### config.mk
export PLATFORM = sky130hd
export DESIGN_NAME = shift_add_multiplier
export DESIGN_NICKNAME = d
export VERILOG_FILES = /design/src/rtl/shift_add_multiplier_pkg.sv /design/src/rtl/shift_add_multiplier.sv
export SDC_FILE = /design/constraint.sdc
export NUM_CORES = 1
export LEC_CHECK = 0
export ABC_CLOCK_PERIOD_IN_PS = 5650
export CORE_MARGIN = 5
export CORE_UTILIZATION = 56
export DETAILED_ROUTE_END_ITERATION = 10
export PLACE_DENSITY = 0.84
export SLEW_MARGIN = 15
export SYNTH_ARGS = -nofsm -noshare
export SYNTH_HDL_FRONTEND = slang
export SYNTH_SLANG_ARGS = --single-unit
### constraint.sdc
create_clock -name clk -period 5.65 [get_ports clk]
set_input_delay 0.8475 -clock clk [delete_from_list [all_inputs] [get_ports clk]]
set_output_delay 0.8475 -clock clk [all_outputs]
set_load 0.05 [all_outputs]
### src/rtl/shift_add_multiplier_pkg.sv
// rtl/shift_add_multiplier_pkg.sv - shared state encoding and default operand width for the shift-add multiplier
package shift_add_multiplier_pkg;

  localparam int DEFAULT_WIDTH = 8;

  typedef enum logic [1:0] {
    IDLE = 2'd0,
    RUN  = 2'd1,
    DONE = 2'd2
  } state_e;

endpackage

### src/rtl/shift_add_multiplier.sv
// rtl/shift_add_multiplier.sv - sequential unsigned multiplier, one add-and-shift step per clock
module shift_add_multiplier
  import shift_add_multiplier_pkg::*;
#(
  parameter int WIDTH = DEFAULT_WIDTH
) (
  input  logic                 clk,
  input  logic                 rst,
  input  logic                 start,
  input  logic [WIDTH-1:0]     a,
  input  logic [WIDTH-1:0]     b,
  output logic                 busy,
  output logic                 done,
  output logic [2*WIDTH-1:0]   product
);

  localparam int CW = $clog2(WIDTH + 1);

  state_e               state_q, state_d;
  logic [WIDTH-1:0]     mcand_q, mcand_d;
  logic [WIDTH-1:0]     mreg_q, mreg_d;
  logic [WIDTH-1:0]     acc_q, acc_d;
  logic [CW-1:0]        count_q, count_d;
  logic [2*WIDTH-1:0]   product_q, product_d;

  logic [WIDTH-1:0]     addend;
  logic [WIDTH:0]       sum;
  logic                 accept;
  logic                 zero_op;
  logic                 last_step;

  assign accept    = (state_q == IDLE) && start;
  assign zero_op   = (a == '0) || (b == '0);
  assign last_step = (count_q == CW'(1));
  assign addend    = mreg_q[0] ? mcand_q : '0;
  // Keep the carry: sum is one bit wider than the accumulator.
  assign sum       = {1'b0, acc_q} + {1'b0, addend};

  always_ff @(posedge clk) begin
    if (rst) begin
      state_q <= IDLE;
    end else begin
      state_q <= state_d;
    end
  end

  always_comb begin
    state_d = state_q;
    case (state_q)
      IDLE: begin
        if (start) begin
          state_d = zero_op ? DONE : RUN;
        end
      end
      RUN: begin
        if (last_step) begin
          state_d = DONE;
        end
      end
      DONE:    state_d = IDLE;
      default: state_d = IDLE;
    endcase
  end

  always_comb begin
    busy = (state_q == RUN);
    done = (state_q == DONE);
  end

  always_comb begin
    mcand_d   = mcand_q;
    mreg_d    = mreg_q;
    acc_d     = acc_q;
    count_d   = count_q;
    product_d = product_q;
    if (accept) begin
      if (zero_op) begin
        product_d = '0;
      end else begin
        mcand_d = a;
        mreg_d  = b;
        acc_d   = '0;
        count_d = CW'(WIDTH);
      end
    end else if (state_q == RUN) begin
      // {acc,mreg} <= {c,sum,mreg} >> 1
      acc_d   = sum[WIDTH:1];
      mreg_d  = {sum[0], mreg_q[WIDTH-1:1]};
      count_d = count_q - CW'(1);
      if (last_step) begin
        product_d = {acc_d, mreg_d};
      end
    end
  end

  always_ff @(posedge clk) begin
    if (rst) begin
      mcand_q   <= '0;
      mreg_q    <= '0;
      acc_q     <= '0;
      count_q   <= '0;
      product_q <= '0;
    end else begin
      mcand_q   <= mcand_d;
      mreg_q    <= mreg_d;
      acc_q     <= acc_d;
      count_q   <= count_d;
      product_q <= product_d;
    end
  end

  assign product = product_q;

endmodule

==> summary.txt, run 1 <==
Setup path
  • Reg2reg end: product[15]$_SDFFE_PP0P_
  • Kind of critical path: reg2out
  • Element type at the critical path start: flip-flop
  • Crit path DAT: 2.39 ns
  • Critical-path maximum fanout: 18
  • Worst flop-to-flop path startpoint: mreg_q[0]$_SDFFE_PP0P_
  • R2R cell count: 8
  • R2R setup slack: 3.44 ns
  • CP Data Required Time: 4.80 ns
  • Crit end category: output port

Global routing
  • Total track usage: 0.181
  • Largest net degree at the start of global routing: 35
  • First-pass GRT wire length: 7570 µm
  • Initial antenna violation count: 0
  • Total gr overflow: 0
  • Vias in the first global route: 1,685

Yosys
  • Post-synth EDFFs: 0
  • Synth unique cells: 46
  • Synth top area cells: dfxtp_1 43%, nand2_1 6.6%, a21oi_1 6.0%
  • Post-Synthesis Cell Area: 2160 µm²
  • Post-synth ARST share: 0
  • Synth warn: 0
  • Syn Nets: 271
  • Register area share after synthesis: 0.426
  • #FFs+latches synth: 46
  • Gate Count Post-Synth: 241
  • Main synth FF type: dfxtp_1
  • Synth top area share: 0.426
  • Mapped Avg Cell Area: 8.98 µm²
  • Area leader, netlist: dfxtp_1

Timing
  • Fmax: 308 MHz
  • Max_slew headroom: 0.413
  • Worst-Margin Slew: 0.875 ns
  • Minimum clock period: 3.24 ns
  • Final slew viol count: 0
  • Finish-stage setup viols: 0
  • Count of final hold-check violations: 0
  • RSZ-0062 raised after global routing: no
  • Tcrit/Tclk final: 0.574
  • Fin Clk Skew: 0.00958 ns
  • Total Neg Setup Slack: 0 ns

Place
  • Routability cong.: 0.840
  • Area post-placement: 2540 µm²
  • Inst Count DP: 315
  • Number of I/O port buffers: 36
  • HPWL after DPL: 3330 µm

Routing
  • Antenna Nets Post-Route: 0
  • Vias per Instance: 5.56
  • TritonRoute pass-1 iters: 4
  • Via count: 1,797
  • DRC violations left: 0
  • Drt total wl: 4500 µm
  • Initial DRC count: 99
  • DR WL/cell: 13.9 µm

Clocking
  • Post-cts resize count: 0
  • CTS Buf Count: 5
  • CTS Hold Bufs: 0
  • CTS clk-pin slew, worst paths: 0.08 ns
  • CTS tree: done
  • H-tree depth: 2
  • Post-CTS setup buffers: 0
  • Clock latency at the later pin of the worst-skew pair: 0.29 ns
  • Sinks on Clock Net: 46
  • Root buffer cell: clkbuf_8
  • Clock tree buffer depth: 2

Layout
  • ANT cells: 0
  • Final Instance Count excl. Fillers: 323
  • Final net count: 304
  • Commonest non-fill, non-tap cell in the layout: dfxtp_1
  • Layout area overhead: 21.4%
  • Most frequent cells in the layout: 46 x dfxtp_1, 38 x nand2_1, 36 x clkdlybuf4s50_1
  • Fin area: 2630 µm²
  • Share of cells above drive strength 1: 0.0764

Worst hold path
  • Hold Path Depth: 2
  • WHS Endpoint: mcand_q[4]$_SDFFE_PP0P_
  • Hold Crit Class: reg2reg
  • Hold Startpoint: mcand_q[4]$_SDFFE_PP0P_

Floorplan
  • Die Y-Extent: 72.2 µm
  • Initial core utilization: 0.586
  • IO Count: 37
  • Die Footprint: 5210 µm²
  • Die X: 72.2 µm
  • Core Footprint: 3690 µm²
  • Cell Rows: 22

Pwr
  • VDD IR max: 0.233 mV
  • Total leakage power: 1.00 nW
  • Pwr Density: 239 nW/µm²
  • Pwr Total: 0.626 mW

Job
  • Max-cap viol count: 0

Run status
  • Status: finished clean
==> cell type report <==
class,instances,area (µm²)
tap,48,60.1
fill,306,1060
multi-input combinational,178,1160
clock inverter,3,21.3
timing repair buffer,37,368
sequential,46,921
clock buffer,5,68.8
inverter,6,22.5
==> synthesized netlist by cell type, drive strengths merged (3+ instances only) <==
master	number
dfxtp	46
nand2	38
a21oi	27
nor2	15
a22o	14
and2	12
ha	10
a22oi	7
buf	7
inv	6
nor3	6
nor4	6
nand3	5
xnor2	5
clkbuf	4
nand3b	4
a21o	3
a31oi	3
==> routing by layer <==
layer,routed length [µm],vias up,track usage
met2,2180,40,0.306
met4,31,0,0.0438
met5,0,-,0
li1,-,923,-
met3,219,4,0.0374
met1,2070,830,0.236
==> per-stage QoR <==
step                utilization  hold WS, ns  setup WS [ns]
floorplan                     -        0.432           3.64
global placement          0.688        0.439           2.77
detailed placement        0.688        0.445           2.75
CTS                       0.712        0.456           2.42
global route              0.712        0.482           2.29
finish                    0.712        0.453           2.41
==> state kept, by name, summed over array words and instances, names as in the netlist <==
register / flops
mcand_q: 8
mreg_q: 8
product: 16
state_q: 2
acc_q: 8
count_q: 4
==> critical path, cell delays in order (launching register included) <==
cell             delay, ns
dfxtp_1               0.34
nand2b_1              0.45
inv_2                 0.43
clkdlybuf4s50_1       0.88
==> kinds of logic after synthesis <==
family / count (synthesis) / share of synthesized area
AOI/OAI and AO/OA: 64 / 0.203
xor gates and xnor gates: 7 / 0.0283
adders and majority gates: 11 / 0.0671
buffers and inverters: 17 / 0.0359
DFF: 46 / 0.426
and+or+nand+nor: 96 / 0.240
==> worst max path at each step <==
stage                                           to                     from  slack (ns)
after floorplan           product[15]$_SDFFE_PP0P_                     b[0]        3.64
after global placement                        busy  state_q[1]$_SDFFE_PP0P_        2.77
after detailed placement                      busy  state_q[1]$_SDFFE_PP0P_        2.75
after CTS                                     busy  state_q[1]$_SDFFE_PP0P_        2.42
after global routing                          busy  state_q[1]$_SDFFE_PP0P_        2.29
final                                         busy  state_q[1]$_SDFFE_PP0P_        2.41
==> power by group <==
group | total, mW | leakage (nW) | internal [mW] | switching (mW)
clock | 0.194 | 0.0441 | 0.0869 | 0.107
combinational | 0.0848 | 0.582 | 0.0340 | 0.0508
sequential | 0.348 | 0.374 | 0.337 | 0.0106
Note: power is estimated with default switching activity, not from simulation.
==> inputs of run 2 (changes only) <==
--- a/config.mk
+++ b/config.mk
@@ -5,11 +5,11 @@
 export SDC_FILE = /design/constraint.sdc
 export NUM_CORES = 1
 export LEC_CHECK = 0
-export ABC_CLOCK_PERIOD_IN_PS = 5650
+export ABC_CLOCK_PERIOD_IN_PS = 2700
 export CORE_MARGIN = 5
-export CORE_UTILIZATION = 56
+export CORE_UTILIZATION = 47
 export DETAILED_ROUTE_END_ITERATION = 10
-export PLACE_DENSITY = 0.84
+export PLACE_DENSITY = 0.75
 export SLEW_MARGIN = 15
 export SYNTH_ARGS = -nofsm -noshare
 export SYNTH_HDL_FRONTEND = slang
==> constraint.sdc (replaced) <==
create_clock -name clk -period 2.7 [get_ports clk]
set_input_delay 0.405 -clock clk [delete_from_list [all_inputs] [get_ports clk]]
set_output_delay 0.405 -clock clk [all_outputs]
set_load 0.05 [all_outputs]
==> summary.txt, run 2 (synthesis results as in run 1) <==
Run status
  • Status: finished clean (unchanged)

Worst hold path
  • Hold Path Depth: 2 (unchanged)
  • Hold Startpoint: mcand_q[2]$_SDFFE_PP0P_ (was mcand_q[4]$_SDFFE_PP0P_)
  • Hold Crit Class: reg2reg (unchanged)
  • WHS Endpoint: mcand_q[2]$_SDFFE_PP0P_ (was mcand_q[4]$_SDFFE_PP0P_)

Routing
  • Antenna Nets Post-Route: 0 (unchanged)
  • DR WL/cell: 15.0 µm (was 13.9 µm)
  • DRC violations left: 0 (unchanged)
  • Drt total wl: 4960 µm (was 4500 µm)
  • Via count: 1,855 (was 1,797)
  • Initial DRC count: 125 (was 99)
  • Vias per Instance: 5.60 (was 5.56)
  • TritonRoute pass-1 iters: 4 (unchanged)

Timing
  • PnR worst setup slack: 0.512 ns (was 2.41 ns)
  • Minimum clock period: 2.19 ns
  • Tcrit/Tclk final: 0.811
  • Max_slew headroom: 0.411 (was 0.413)
  • Fmax: 457 MHz
  • Fin Clk Skew: 0.00635 ns (was 0.00958 ns)
  • Final slew viol count: 0 (unchanged)
  • Worst-Margin Slew: 0.878 ns (was 0.875 ns)
  • Total Neg Setup Slack: 0 ns (unchanged)
  • Count of final hold-check violations: 0 (unchanged)
  • Finish-stage setup viols: 0 (unchanged)
  • Hold_ws: 0.453 ns (about the same)
  • RSZ-0062 raised after global routing: no (unchanged)

Clocking
  • Post-cts resize count: 0 (unchanged)
  • CTS Buf Count: 5 (unchanged)
  • Clock latency at the later pin of the worst-skew pair: 0.30 ns (was 0.29 ns)
  • CTS tree: done (unchanged)
  • Clock tree buffer depth: 2 (unchanged)
  • CTS Hold Bufs: 0 (unchanged)
  • H-tree depth: 2 (unchanged)
  • CTS clk-pin slew, worst paths: 0.08 ns (about the same)
  • Sinks on Clock Net: 46 (unchanged)
  • Post-CTS setup buffers: 0 (unchanged)
  • Root buffer cell: clkbuf_8 (unchanged)

Floorplan
  • Initial core utilization: 0.490 (was 0.586)
  • IO Count: 37 (unchanged)
  • Die X: 77.8 µm (was 72.2 µm)
  • Die Y-Extent: 77.8 µm (was 72.2 µm)
  • Core Footprint: 4410 µm² (was 3690 µm²)
  • Cell Rows: 24 (was 22)
  • Die Footprint: 6060 µm² (was 5210 µm²)

Place
  • Routability cong.: 0.825 (was 0.840)
  • Inst Count DP: 323 (was 315)
  • Number of I/O port buffers: 36 (unchanged)
  • DP Worst Slack: 0.415 ns (was 2.75 ns)
  • HPWL after DPL: 3690 µm (was 3330 µm)

Setup path
  • R2R setup slack: 0.51 ns (was 3.44 ns)
  • Reg2reg end: product[15]$_SDFFE_PP0P_ (unchanged)
  • Kind of critical path: reg2reg (was reg2out)
  • Crit end category: flip-flop (was output port)
  • R2R cell count: 8 (unchanged)
  • Critical-path maximum fanout: 9 (was 18)
  • Worst flop-to-flop path startpoint: mreg_q[0]$_SDFFE_PP0P_ (unchanged)
  • CP Data Required Time: 2.89 ns (was 4.80 ns)
  • Crit path DAT: 2.38 ns (was 2.39 ns)
  • Element type at the critical path start: flip-flop (unchanged)
  • CP Launch Point: mreg_q[0]$_SDFFE_PP0P_ (was state_q[1]$_SDFFE_PP0P_)

Global routing
  • First-pass GRT wire length: 8500 µm (was 7570 µm)
  • Total track usage: 0.174 (was 0.181)
  • Initial antenna violation count: 0 (unchanged)
  • Total gr overflow: 0 (unchanged)
  • Largest net degree at the start of global routing: 19 (was 35)
  • Vias in the first global route: 1,838 (was 1,685)

Layout
  • Final Util: 0.607 (was 0.712)
  • Max FFs per register: 16 (unchanged)
  • Final net count: 308 (was 304)
  • Most frequent cells in the layout: 46 x dfxtp_1, 38 x nand2_1, 36 x clkdlybuf4s50_1 (unchanged)
  • Share of cells above drive strength 1: 0.0896 (was 0.0764)
  • Commonest non-fill, non-tap cell in the layout: dfxtp_1 (unchanged)
  • Final Instance Count excl. Fillers: 331 (was 323)
  • Layout area overhead: 23.9% (was 21.4%)
  • ANT cells: 0 (unchanged)

Pwr
  • Pwr Density: 521 nW/µm² (was 239 nW/µm²)
  • VDD IR max: 0.330 mV (was 0.233 mV)
  • Total leakage power: 1.03 nW (was 1.00 nW)

Job
  • Max-cap viol count: 0 (unchanged)
-- run 2: changes by cell type in the layout (fill, tap and decap cells not counted) --
cell        before  now
clkinv_2         1    0
clkbuf_8         5    8
buf_4            1    5
clkinv_4         1    0
clkinvlp_4       1    0
-- run 2: where the power goes --
part | total (mW) | internal [mW] | switching (mW) | leakage [nW]
combinational | 0.190 | 0.0777 | 0.112 | 0.602
sequential | 0.728 | 0.705 | 0.0223 | 0.374
clock | 0.480 | 0.258 | 0.222 | 0.0575
total | 1.40 | 1.04 | 0.356 | 1.03
-- run 2: area by class of cell --
cell class                 instances  area [µm²]
timing repair buffer              41         398
tap                               52        65.1
inverter                           6        22.5
fill                             381        1730
clock buffer                       8         110
multi-input combinational        178        1160
sequential                        46         921
-- run 2: metal layers --
layer	up-vias	global-route usage	share of wire	wire length, µm
met5	-	0	0	0
met4	0	0.0687	0.015	74
met1	885	0.216	0.46	2270
met2	37	0.287	0.48	2370
li1	926	-	-	-
met3	7	0.0417	0.049	245
-- run 2: worst max path at each step --
stage	endpoint	slack (ns)	cells past startpoint
after floorplan	product[15]$_SDFFE_PP0P_	0.75	8
after global placement	product[15]$_SDFFE_PP0P_	0.50	6
after detailed placement	product[5]$_SDFFE_PP0P_	0.42	6
after CTS	product[15]$_SDFFE_PP0P_	0.53	8
after global routing	product[15]$_SDFFE_PP0P_	0.30	8
final	product[15]$_SDFFE_PP0P_	0.51	8
-- run 2: worst max-delay path: stages (launching register included) --
cell and delay (ns):
dfxtp_1 0.37, and2_1 0.18, ha_1 0.21, fa_1 0.41, a21oi_1 0.22, nor3b_1 0.09
nor3_1 0.22, o21ai_0 0.17, a22o_1 0.21
-- run 2: metrics by stage --
| step | area [µm²] | total power, mW |
|---|---|---|
| final | 2680 | 1.40 |
| after detailed placement | 2570 | 0.933 |
| after global routing | 2680 | 1.47 |
| after global placement | 2570 | 0.928 |
| after floorplan | 2160 | 0.858 |
| after CTS | 2680 | 1.41 |
==> RTL change (flow settings as in run 1) <==
`DEFAULT_WIDTH`: 8 -> 32.
--- a/src/rtl/shift_add_multiplier_pkg.sv
+++ b/src/rtl/shift_add_multiplier_pkg.sv
@@ -1,7 +1,7 @@
 // rtl/shift_add_multiplier_pkg.sv - shared state encoding and default operand width for the shift-add multiplier
 package shift_add_multiplier_pkg;
 
-  localparam int DEFAULT_WIDTH = 8;
+  localparam int DEFAULT_WIDTH = 32;
 
   typedef enum logic [1:0] {
     IDLE = 2'd0,
Ports: changed (resized a, b and product); port bits go from 37 to 133. No check against the original RTL was run, so the function may have changed too.
==> RTL change against run 1 <==
Cell area grew to 3.8 times the old value; sequential power rose to 3.6 times the old value; first-iteration DRC count rose to 6.4 times the old value; wire length increased to 5.0 times the old value; total power rose to 4.4 times the old value; clock skew is 0.51 ps lower; via count grew to 4.3 times the old value; clock power rose to 6.2 times the old value; sequential cell count is 122 higher; synthesized area grew to 3.7 times the old value; non-clock buffer count increased by 107; critical path type is now input pin to flop; worst setup slack got worse by 390 ps; final cell count grew to 4.0 times the old value; global-route usage is 8.2 points higher.
==> RTL change: results (changes against run 1) <==
LAYOUT.COMB_GATES.MULTI_INPUT=743  # +320%
TIMING.CLOCK.SKEW_PS=9.068  # -0.5079 ps
IO_BUFFER_COUNT=132  # +270%
GRT_UTIL_MET1_PCT=34.24  # +11 points
GRT_MAX_DEGREE=93  # +170%
HP_START='product[45]$_SDFFE_PP0P_'
SYNTHTOPCELLSBYCOUNT='nand2_1, dfxtp_1, a21oi_1'
DRTPASS1ITERATIONS=6  # +2
WORST-R2R-CELL-COUNT=13  # +5
PATH_MAX_FANOUT=26  # +8
CRIT_PATH_START='b[1]'
DP_CELLS=1250  # +300%
CTS_ROOT_BUF='clkbuf_16'
GP_CONGESTION=0.9323  # +11%
CLKSLEWWORSTSETUPHOLDPATHS_PS=60  # -20 ps
RUN_STATUS='finished clean'
PLACED_WIRE_LENGTH_ESTIMATE_UM=15200  # +360%
R2R_END='product[59]$_SDFFE_PP0P_'
HOLD_PATH_ENDPOINT='product[45]$_SDFFE_PP0P_'
WORST_SKEW_PAIR.LATE_LATENCY_PS=430  # +140 ps
ACHIEVABLE-FREQUENCY_GHz=0.2750  # -11%
REGTOREGSETUPSLACK_PS=2140  # -1300 ps
SYNTH.TOP_CELLS.BY_AREA='dfxtp_1, nand2_1, a21oi_1'
YS_SEQ_AREA_SHARE_PCT=41.49  # -1.1 points
WL_MET1_UM=9612  # +360%
BUFFERS=144  # +290%
DRTITER0DRC=634  # +540%
ADDER_AND_MAJORITY_GATE_PORTION_OF_THE_SYNTHESIZED_AREA_PCT=5.495  # -1.2 points
VIAS_PER_CELL=5.976  # +7.4%
GRT_USE_MET2_PCT=42.55  # +12 points
CLOCK_AREA_SHARE_PCT=5.938  # +2.5 points
PLACEMENT.SETUP.WORST_SLACK_PS=1593  # -1159 ps
MET3WIRELENGTH_UM=1507  # +590%
FINAL.HOLD.WORST_SLACK_PS=449.5  # -3.189 ps
POST_SYNTH_XOR_AREA_FRACTION_PCT=3.349  # +0.52 points
[RTL change: changes by cell type in the layout (fill, tap and decap cells not counted), moves of 26 or more]
| cell | before | now |
|---|---|---|
| and2_1 | 11 | 37 |
| nor2_1 | 14 | 91 |
| nand2_1 | 38 | 171 |
| a21oi_1 | 26 | 97 |
| dfxtp_1 | 46 | 168 |
| clkdlybuf4s50_1 | 36 | 131 |
| a22oi_1 | 7 | 54 |
[RTL change: power by group through the flow]
stage / logic [W] / clock network, W / registers (W)
detailed placement: 0.000301 / 0 / 0.00129
finish: 0.000307 / 0.00120 / 0.00127
CTS: 0.000304 / 0.00120 / 0.00127
global route: 0.000335 / 0.00125 / 0.00127
floorplan: 0.000184 / 0 / 0.00129
global placement: 0.000294 / 0 / 0.00129
[RTL change: worst reg2reg max path: cells and delay by family (launching register included)]
family                     cells  cell delay (ps)
xor gates and xnor gates       1              130
DFF                            1              480
AOI/OAI and AO/OA              5             1360
adders and majority gates      2              580
buffers and inverters          2              390
and+or+nand+nor                3              470
